$ cat config.mk
export PLATFORM = sky130hd
export DESIGN_NAME = video_timing_gen
export DESIGN_NICKNAME = d
export VERILOG_FILES = /design/src/rtl/video_timing_gen_pkg.sv /design/src/rtl/video_timing_gen_raster_counter.sv /design/src/rtl/video_timing_gen.sv
export SDC_FILE = /design/constraint.sdc
export NUM_CORES = 1
export LEC_CHECK = 0
export BUFFER_PORTS_ARGS = -buffer_cell sky130_fd_sc_hd__buf_2
export CORE_MARGIN = 4
export CORE_UTILIZATION = 30
export DETAILED_ROUTE_END_ITERATION = 7
export HOLD_SLACK_MARGIN = 0.05
export PLACE_DENSITY_LB_ADDON = 0.25
export SKIP_CTS_REPAIR_TIMING = 1
export SYNTH_ARGS = -nofsm -noshare
export SYNTH_HDL_FRONTEND = slang
export SYNTH_HIERARCHICAL = 1
export SYNTH_SLANG_ARGS = --single-unit
$ cat constraint.sdc
create_clock -name rgb_clock -period 3.2 [get_ports rgb_clock]
set_input_delay 0.16 -clock rgb_clock [delete_from_list [all_inputs] [get_ports rgb_clock]]
set_output_delay 0.16 -clock rgb_clock [all_outputs]
set_load 0.05 [all_outputs]
$ cat src/rtl/video_timing_gen_pkg.sv
// Shared types for the Pocket video path: the rgb_t pixel format,
// the video_timing_t bundle of raster timing values and the default
// 740x500 raster. Also holds the colour-bar lookup used when the
// VIDEO_TIMING_GEN_PATTERN_EN build option is enabled.
package pocket;

  // Raster counters cover totals up to 1024, so 10 bits are enough.
  localparam int CNT_W = 10;

  typedef struct packed {
    logic [7:0] r;
    logic [7:0] g;
    logic [7:0] b;
  } rgb_t;

  typedef struct packed {
    int h_total;
    int v_total;
    int hs_pos;
    int vs_line;
    int h_act_start;
    int h_active;
    int v_act_start;
    int v_active;
  } video_timing_t;

  localparam video_timing_t VIDEO_TIMING_DEFAULT = '{
    h_total:     740,
    v_total:     500,
    hs_pos:      50,
    vs_line:     50,
    h_act_start: 100,
    h_active:    400,
    v_act_start: 100,
    v_active:    360
  };

  // Eight vertical bars: bit0 drives blue, bit1 red, bit2 green.
  function automatic rgb_t colour_bar(input logic [2:0] idx);
    rgb_t c;
    c.r = {8{idx[1]}};
    c.g = {8{idx[2]}};
    c.b = {8{idx[0]}};
    return c;
  endfunction

endpackage

$ cat src/rtl/video_timing_gen_raster_counter.sv
// Free-running horizontal/vertical raster counters. hcount advances every
// clock and wraps at H_TOTAL-1; vcount advances on each line wrap and
// wraps at V_TOTAL-1. line_end/frame_end flag the last clock of a line
// and of a frame so the parent can anticipate the wrap.
module video_raster_counter
  import pocket::*;
#(
  parameter int H_TOTAL = 740,
  parameter int V_TOTAL = 500
) (
  input  logic             rgb_clock,
  input  logic             reset_n,
  output logic [CNT_W-1:0] hcount,
  output logic [CNT_W-1:0] vcount,
  output logic             line_end,
  output logic             frame_end
);

  logic [CNT_W-1:0] r_hcount;
  logic [CNT_W-1:0] r_vcount;
  logic             w_line_end;
  logic             w_frame_end;

  assign w_line_end  = (r_hcount == CNT_W'(H_TOTAL - 1));
  assign w_frame_end = w_line_end && (r_vcount == CNT_W'(V_TOTAL - 1));

  // Advance the raster one pixel per clock, wrapping line and frame.
  always_ff @(posedge rgb_clock) begin
    if (!reset_n) begin
      r_hcount <= '0;
      r_vcount <= '0;
    end else if (w_line_end) begin
      r_hcount <= '0;
      r_vcount <= w_frame_end ? '0 : r_vcount + 1'b1;
    end else begin
      r_hcount <= r_hcount + 1'b1;
    end
  end

  assign hcount    = r_hcount;
  assign vcount    = r_vcount;
  assign line_end  = w_line_end;
  assign frame_end = w_frame_end;

endmodule

$ cat src/rtl/video_timing_gen.sv
// Pocket video source stage. Generates sync/data-enable from free-running
// raster counters and pulls active pixels from an upstream valid/ready
// stream. Every output is registered together, one clock behind the
// counter state. A starved stream substitutes UNDERFLOW_RGB and sets a
// sticky underflow flag; timing never stalls.
// Outputs map one-to-one onto the video_if fields (rgb, de, hs, vs, skip)
// and are bundled onto the interface by the parent.
// Build option VIDEO_TIMING_GEN_PATTERN_EN adds a pattern_sel input that
// replaces the stream with eight colour bars, switched on frame boundaries.
module video_timing_gen
  import pocket::*;
#(
  parameter int          H_TOTAL       = VIDEO_TIMING_DEFAULT.h_total,
  parameter int          V_TOTAL       = VIDEO_TIMING_DEFAULT.v_total,
  parameter int          HS_POS        = VIDEO_TIMING_DEFAULT.hs_pos,
  parameter int          VS_LINE       = VIDEO_TIMING_DEFAULT.vs_line,
  parameter int          H_ACT_START   = VIDEO_TIMING_DEFAULT.h_act_start,
  parameter int          H_ACTIVE      = VIDEO_TIMING_DEFAULT.h_active,
  parameter int          V_ACT_START   = VIDEO_TIMING_DEFAULT.v_act_start,
  parameter int          V_ACTIVE      = VIDEO_TIMING_DEFAULT.v_active,
  parameter logic [23:0] UNDERFLOW_RGB = 24'hFF00FF
) (
  input  logic             rgb_clock,
  input  logic             reset_n,
  input  rgb_t             pix_data,
  input  logic             pix_valid,
  output logic             pix_ready,
  output rgb_t             video_rgb,
  output logic             video_de,
  output logic             video_hs,
  output logic             video_vs,
  output logic             video_skip,
  output logic [CNT_W-1:0] pos_x,
  output logic [CNT_W-1:0] pos_y,
  output logic             frame_start,
  output logic             underflow,
  input  logic             underflow_clr
`ifdef VIDEO_TIMING_GEN_PATTERN_EN
  ,
  input  logic             pattern_sel
`endif
);

  // Catch impossible raster geometry at elaboration time.
  if (H_TOTAL < 2 || H_TOTAL > 1024) begin : g_bad_h_total
    $error("video_timing_gen: H_TOTAL must be in 2..1024");
  end
  if (V_TOTAL < 2 || V_TOTAL > 1024) begin : g_bad_v_total
    $error("video_timing_gen: V_TOTAL must be in 2..1024");
  end
  if (H_ACT_START + H_ACTIVE > H_TOTAL) begin : g_bad_h_active
    $error("video_timing_gen: H_ACT_START+H_ACTIVE exceeds H_TOTAL");
  end
  if (V_ACT_START + V_ACTIVE > V_TOTAL) begin : g_bad_v_active
    $error("video_timing_gen: V_ACT_START+V_ACTIVE exceeds V_TOTAL");
  end
  if (HS_POS >= H_TOTAL) begin : g_bad_hs_pos
    $error("video_timing_gen: HS_POS must be below H_TOTAL");
  end
  if (VS_LINE >= V_TOTAL) begin : g_bad_vs_line
    $error("video_timing_gen: VS_LINE must be below V_TOTAL");
  end

  // Active window bounds, one bit wider than the counters so the exclusive
  // upper bound (up to 1024) still fits.
  localparam logic [CNT_W:0] LP_H_LO = (CNT_W + 1)'(H_ACT_START);
  localparam logic [CNT_W:0] LP_H_HI = (CNT_W + 1)'(H_ACT_START + H_ACTIVE);
  localparam logic [CNT_W:0] LP_V_LO = (CNT_W + 1)'(V_ACT_START);
  localparam logic [CNT_W:0] LP_V_HI = (CNT_W + 1)'(V_ACT_START + V_ACTIVE);

  logic [CNT_W-1:0] w_hcount;
  logic [CNT_W-1:0] w_vcount;
  logic             w_line_end;
  logic             w_frame_end;

  logic             r_line_start;
  logic             r_frame_origin;

  logic             w_h_act;
  logic             w_v_act;
  logic             w_de;
  logic             w_hs;
  logic             w_vs;
  logic             w_fs;
  logic             w_pattern;
  logic             w_starve;
  logic [CNT_W-1:0] w_pos_x;
  logic [CNT_W-1:0] w_pos_y;
  rgb_t             w_rgb;

  rgb_t             r_rgb;
  logic             r_de;
  logic             r_hs;
  logic             r_vs;
  logic             r_fs;
  logic [CNT_W-1:0] r_pos_x;
  logic [CNT_W-1:0] r_pos_y;
  logic             r_underflow;

  video_raster_counter #(
    .H_TOTAL (H_TOTAL),
    .V_TOTAL (V_TOTAL)
  ) u_raster (
    .rgb_clock (rgb_clock),
    .reset_n   (reset_n),
    .hcount    (w_hcount),
    .vcount    (w_vcount),
    .line_end  (w_line_end),
    .frame_end (w_frame_end)
  );

  // Registered "counter is at hcount 0" / "counter is at (0,0)" flags, so
  // the line and frame origin decodes are single flops rather than
  // wide compares. Reset puts the counters at the origin, hence set to 1.
  always_ff @(posedge rgb_clock) begin
    if (!reset_n) begin
      r_line_start   <= 1'b1;
      r_frame_origin <= 1'b1;
    end else begin
      r_line_start   <= w_line_end;
      r_frame_origin <= w_frame_end;
    end
  end

`ifdef VIDEO_TIMING_GEN_PATTERN_EN
  logic r_pattern;

  // Latch the pattern request only at the frame origin so the source never
  // changes mid-frame.
  always_ff @(posedge rgb_clock) begin
    if (!reset_n) begin
      r_pattern <= 1'b0;
    end else if (w_fs) begin
      r_pattern <= pattern_sel;
    end
  end

  assign w_pattern = r_pattern;
`else
  assign w_pattern = 1'b0;
`endif

  // Decodes are gated by reset_n so no pixel is accepted while reset is
  // held, even for a raster whose active window starts at (0,0).
  assign w_h_act  = ({1'b0, w_hcount} >= LP_H_LO) && ({1'b0, w_hcount} < LP_H_HI);
  assign w_v_act  = ({1'b0, w_vcount} >= LP_V_LO) && ({1'b0, w_vcount} < LP_V_HI);
  assign w_de     = reset_n && w_h_act && w_v_act;
  assign w_hs     = (w_hcount == CNT_W'(HS_POS));
  assign w_vs     = r_line_start && (w_vcount == CNT_W'(VS_LINE));
  assign w_fs     = r_frame_origin;
  assign w_starve = w_de && !pix_valid && !w_pattern;
  assign w_pos_x  = w_de ? (w_hcount - CNT_W'(H_ACT_START)) : '0;
  assign w_pos_y  = w_de ? (w_vcount - CNT_W'(V_ACT_START)) : '0;

  assign pix_ready = w_de && !w_pattern;

  // Select the pixel colour for this raster position.
  always_comb begin
    w_rgb = '0;
    if (w_de) begin
      if (w_pattern) begin
        w_rgb = colour_bar(w_pos_x[8:6]);
      end else if (pix_valid) begin
        w_rgb = pix_data;
      end else begin
        w_rgb = rgb_t'(UNDERFLOW_RGB);
      end
    end
  end

  // Register every video output together so they stay mutually aligned.
  always_ff @(posedge rgb_clock) begin
    if (!reset_n) begin
      r_rgb   <= '0;
      r_de    <= 1'b0;
      r_hs    <= 1'b0;
      r_vs    <= 1'b0;
      r_fs    <= 1'b0;
      r_pos_x <= '0;
      r_pos_y <= '0;
    end else begin
      r_rgb   <= w_rgb;
      r_de    <= w_de;
      r_hs    <= w_hs;
      r_vs    <= w_vs;
      r_fs    <= w_fs;
      r_pos_x <= w_pos_x;
      r_pos_y <= w_pos_y;
    end
  end

  // Sticky starvation flag; a new starvation beats a simultaneous clear.
  always_ff @(posedge rgb_clock) begin
    if (!reset_n) begin
      r_underflow <= 1'b0;
    end else if (w_starve) begin
      r_underflow <= 1'b1;
    end else if (underflow_clr) begin
      r_underflow <= 1'b0;
    end
  end

  assign video_rgb   = r_rgb;
  assign video_de    = r_de;
  assign video_hs    = r_hs;
  assign video_vs    = r_vs;
  assign video_skip  = 1'b0;
  assign pos_x       = r_pos_x;
  assign pos_y       = r_pos_y;
  assign frame_start = r_fs;
  assign underflow   = r_underflow;

endmodule

* After elaboration in Yosys (flattened, before gate mapping) *
Cells that the tools add are included.

storage, ports and cells
  register bits = 71
  input port bits = 28
  logic and storage cells = 43

cells by class
  $add $sub $neg = 4
  magnitude comparators = 4
  equality and inequality tests = 4
  muxes and demuxes = 4
  bitwise gates (word level) = 1
  reduce and logical (&&, ||, !) cells = 12

operator list
  cell                   count
  $mux 24                1
  $add 10x1->10 const B  2
  $eq 10x6->1 const B    2
  $ge 10x7->1 const B    2
  $lt 10x9->1 const B    2
  $sub 10x7->10 const B  2
  $eq 10x10->1 const B   1
  $eq 10x9->1 const B    1
  $mux 10                1
  $logic_and 1x1->1      7
  $reduce_and 3->1       1
  $mux 1                 2
  $reduce_and 2->1       1
  $reduce_bool 2->1      1
  $reduce_or 2->1        1
  $logic_not 1->1        1
  $not 1->1              1

* Longest topological paths before layout *
  depth after elaboration = 6
  gate-level depth with buffers = 9

* Modules after synthesis *
Netlist, hierarchy kept.

by module, submodules not included
  module                times used  cells an instance  area an instance (µm²)  sequential area each (µm²)
  video_timing_gen      1           199                1865.5                  1021.0
  video_raster_counter  1           108                1008.5                  400.4

* Worst setup path after synthesis *
OpenSTA, ideal clock, no wires.

  kind = reg-to-output
  start = reg u_raster.r_hcount[2] (netlist: u_raster/hcount[2])
  end = out pix_ready
  arrival time = 1.932 ns
  setup slack = 1.108 ns
  stages on the path, launching flop included = 10
  buffers on the path = 2
  path through = dfxtp_1 > inv_1 > ha_1 > nand2b_1 > a31oi_1 > o31ai_1 > o311ai_2 > buf_6 > buf_6 > inv_1

between the ends
  longest elaborated chain between the ends = 4

RTL lines
  element                                            RTL line                               source
  start, declared                                    video_timing_gen_raster_counter.sv:19  logic [CNT_W-1:0] r_hcount;
  start signal, assigned                             video_timing_gen_raster_counter.sv:36  r_hcount <= r_hcount + 1'b1;
  $ge 10x7->1 / $lt 10x9->1 (equally long branches)  video_timing_gen.sv:145                assign w_h_act = ({1'b0, w_hcount} >= LP_H_LO) && ({1'b0, w_hcount} < LP_H_HI);
  $logic_and 1x1->1 (*)                              video_timing_gen.sv:145
  $logic_and 1x1->1 (*) (2 in a row)                 video_timing_gen.sv:147                assign w_de = reset_n && w_h_act && w_v_act;
  end, declared                                      video_timing_gen.sv:27                 output logic pix_ready,

Every way passes the cells marked *; elsewhere a longest branch is shown, timed or not.

* Final worst setup path *
Same ends and word-level chain as after synthesis.

==> metrics.txt <==
first drt pass iteration count 4; Clock Skew around 0.01 ns; Port Buffers 77; Avg Synthesized Cell Area around 9.4 sq um; worst slew pin tran approximately 0.82 ns; Clk Latency, worst-skew pair 0.34 ns; number of levels in the clock H-tree 3; Core Region about 9300 sq um; number of remaining DRC errors 0; most frequent cells after synthesis 71 x sky130_fd_sc_hd__dfxtp_1, 41 x sky130_fd_sc_hd__nor2_1, 27 x sky130_fd_sc_hd__inv_1; Final #Nets around 430; number of logic stages on the critical path including buffering 8; Worst Path Buf+Inv 3; DR iter-0 viols roughly 130; outcome finished, final reports clean; library cell with the highest instance count after synthesis sky130_fd_sc_hd__dfxtp_1; number of antenna violations at the first check in global routing 0; FF-to-FF setup slack around 0.7 ns; final critical delay including setup and external delays 2.87 ns; clock net sink count 71; count of final max-slew check failures 0; total via count in the routed design ~2.3k; total power divided by cell area 470 nW/um^2; Cell Rows 35; total grt overflow 0; endpoint of the lowest-slack register-to-register path underflow$_SDFFE_PN0P_; number of nets produced by synthesis 344; maximum number of pins on one net before global-route repair 28; fin crit share 0.897; critical path peak fanout 21; worst setup path class register to output port; setup TNS 0 ns; number of max-cap violations 0; critical path launch point u_raster/hcount[2]$_SDFF_PP0_; highest clock rate between 300 and 400 MHz; highest metal layer with signal wires met4; Slowest-stage cell, CP sky130_fd_sc_hd__dfxtp_1; Via density 4.40; Async S/R FF share, synth 0; storage element area 1420 sq um; area of combinational cells with multiple inputs 1280 sq um; die area approximately 11000 sq um; clk slew on worst S/H paths roughly 0.070 ns; layout cell share with drive strength beyond 1 0.291; Die Y-Extent about 110 microns; arrival time reported for the critical path endpoint 2.71 ns; Area Overhead vs Synth 27.9%; root buffer cell sky130_fd_sc_hd__clkbuf_8; number of different library cells in the post-synthesis netlist 48; number of cell instances on the worst register-to-register path 8; post-synthesis register bit count 71; Primary FF master, synth sky130_fd_sc_hd__dfxtp_1; area share of the leading cell type in the synthesized netlist 0.495; number of nets still failing antenna checks after routing 0; IO Count just under 80; final worst-path setup slack between 0.3 and 0.4 ns; largest cells by area after synthesis sky130_fd_sc_hd__dfxtp_1 49%, sky130_fd_sc_hd__nor2_1 5.4%, sky130_fd_sc_hd__a21oi_1 4.0%, sky130_fd_sc_hd__xnor2_1 4.0%, sky130_fd_sc_hd__ha_1 3.9%; WL met2 between 2000 and 3000 microns; largest stage delay on the critical path around 0.58 ns; total half-perimeter wirelength after legalization and detailed placement roughly 4800 microns; wire length of the first global-routing pass ~10000 microns; crit path capture pix_ready; sequential fraction of the synthesis area 0.495; Post-synth EDFFs 0; count of filler cells inserted in the layout between 900 and 1k; cells traversed along the worst timing path inv_1 -> ha_1 -> nand2b_1 -> a31oi_1 -> o31ai_1 -> o311ai_4 -> inv_1 -> buf_2; yosys synthesis warning count 6; Gate Count Post-Synth 307; Post-Place Setup Slack 0.647 ns; worst IR drop on VDD between 0.15 and 0.2 mV; total met3 wirelength after detailed routing 462 microns; RePlAce Congestion just under 0.8; reg-to-reg critical path startpoint u_raster/hcount[2]$_SDFF_PP0_; final count of negative-setup-slack endpoints 0; CP delay by family, top compound AO/OA/AOI/OAI gates; combined global-route utilization of all metal layers 0.117; vias in the first global route about 2.2k; worst-case clock buffer depth 2; x dimension of the die around 110 microns; starting density of the core 0.310; cell type with the highest aggregate area in the netlist sky130_fd_sc_hd__dfxtp_1; clock tree from TritonCTS built; Rel. slew slack 0.453; netlist area before placement roughly 2900 sq um; CP Launch Type register; wire length the detailed router placed on met1 3060 microns; type of element capturing the critical path output port; post-detailed-route wirelength per cell about 12 microns; required time of the worst setup path 3.04 ns; Num CTS Buffers 9; worst hold path class input pin to register; RSZ-0062 raised after global routing no; most frequent cell on the critical path sky130_fd_sc_hd__inv_1; aggregate routed wire length 6560 microns; leakage power figure roughly 1.7 nW; number of antenna repair diodes 0; number of failing hold endpoints at the final stage 0
[metal layers]
| metal | global-route usage | vias to the layer above |
|---|---|---|
| met4 | 0.0472 | 0 |
| met2 | 0.191 | 85 |
| met5 | 0 | - |
| met3 | 0.0386 | 8 |
| li1 | - | 1185 |
| met1 | 0.142 | 1056 |
[registers in the layout, indices dropped and copies added, names as in the netlist, 10 cells and up]
| signal | count |
|---|---|
| pos_y | 10 |
| u_raster/hcount | 10 |
| video_rgb | 24 |
| u_raster/vcount | 10 |
| pos_x | 10 |
[per-stage QoR]
stage | total power [mW] | util | cells | hold slack (ns) | instance area [sq um]
floorplan | 0.954 | - | 307 | 0.233 | 2870
global placement | 0.979 | 0.363 | 506 | 0.339 | 3370
detailed placement | 0.979 | 0.363 | 506 | 0.347 | 3370
CTS | 1.75 | 0.386 | 522 | -0.0157 | 3590
global route | 1.81 | 0.396 | 531 | 0.0505 | 3680
finish | 1.73 | 0.396 | 531 | 0.0527 | 3680
[cell families (layout without fill, tap and decap cells)]
logic type / after synthesis / count (layout) / synth area share
adder cells (fa/ha/maj): 9 / 9 / 0.0392
XOR/XNOR: 21 / 21 / 0.0640
flip-flops: 71 / 71 / 0.495
other: 1 / 1 / 0.00130
AO/OA/AOI/OAI: 36 / 36 / 0.0779
buffers and inverters: 37 / 132 / 0.0631
multiplexers: 1 / 1 / 0.00348
AND/OR/NAND/NOR: 131 / 131 / 0.256
[layout by cell type (no fill, tap or decap), drive strengths merged, types with 2 or more instances in the layout]
cell	n
nand3	10
ha	9
nor4	3
and2	3
dlygate4sd3	9
nand2	24
o21ai	6
clkbuf	11
a31oi	3
or3	3
xnor2	13
nand2b	9
nor4b	2
and4	2
nor2	50
dfxtp	71
nor3	9
clkinv	3
bufinv	2
a21oi	23
nand4	6
xor2	8
or2	2
inv	27
buf	80
[worst register-to-register path, delay by kind of cell (launching register included)]
kind | cells | cell delay, ns
AOI/OAI and AO/OA | 4 | 1.05
adders and majority gates | 1 | 0.22
buffers and inverters | 2 | 0.46
DFF | 1 | 0.58
and+or+nand+nor | 1 | 0.12
[where the power goes]
group	total (mW)	internal [mW]	switching [mW]
Clock	0.763	0.441	0.322
Combinational	0.0720	0.0328	0.0391
Sequential	0.895	0.888	0.00657
[worst min-delay path by stage]
stage                                      to  slack (ns)  depth (start not counted)     startpoint
finish               video_rgb[11]$_SDFF_PN0_        0.05                          3   pix_data[11]
detailed placement     underflow$_SDFFE_PN0P_        0.35                          2  underflow_clr
global route         video_rgb[13]$_SDFF_PN0_        0.05                          3   pix_data[13]
global placement       underflow$_SDFFE_PN0P_        0.34                          2  underflow_clr
floorplan           r_frame_origin$_SDFF_PN1_        0.23                          1        reset_n
CTS                    underflow$_SDFFE_PN0P_       -0.02                          2  underflow_clr
[final cells by class]
cell class,instances,area share
inverters,27,0.0276
multi-input cells,199,0.348
clock inverters,5,0.0225
clock buffers,11,0.0357
flip-flops and latches,71,0.387
repair buffers,89,0.135
well taps,129,0.0439
Note: power is estimated with default switching activity, not from simulation.
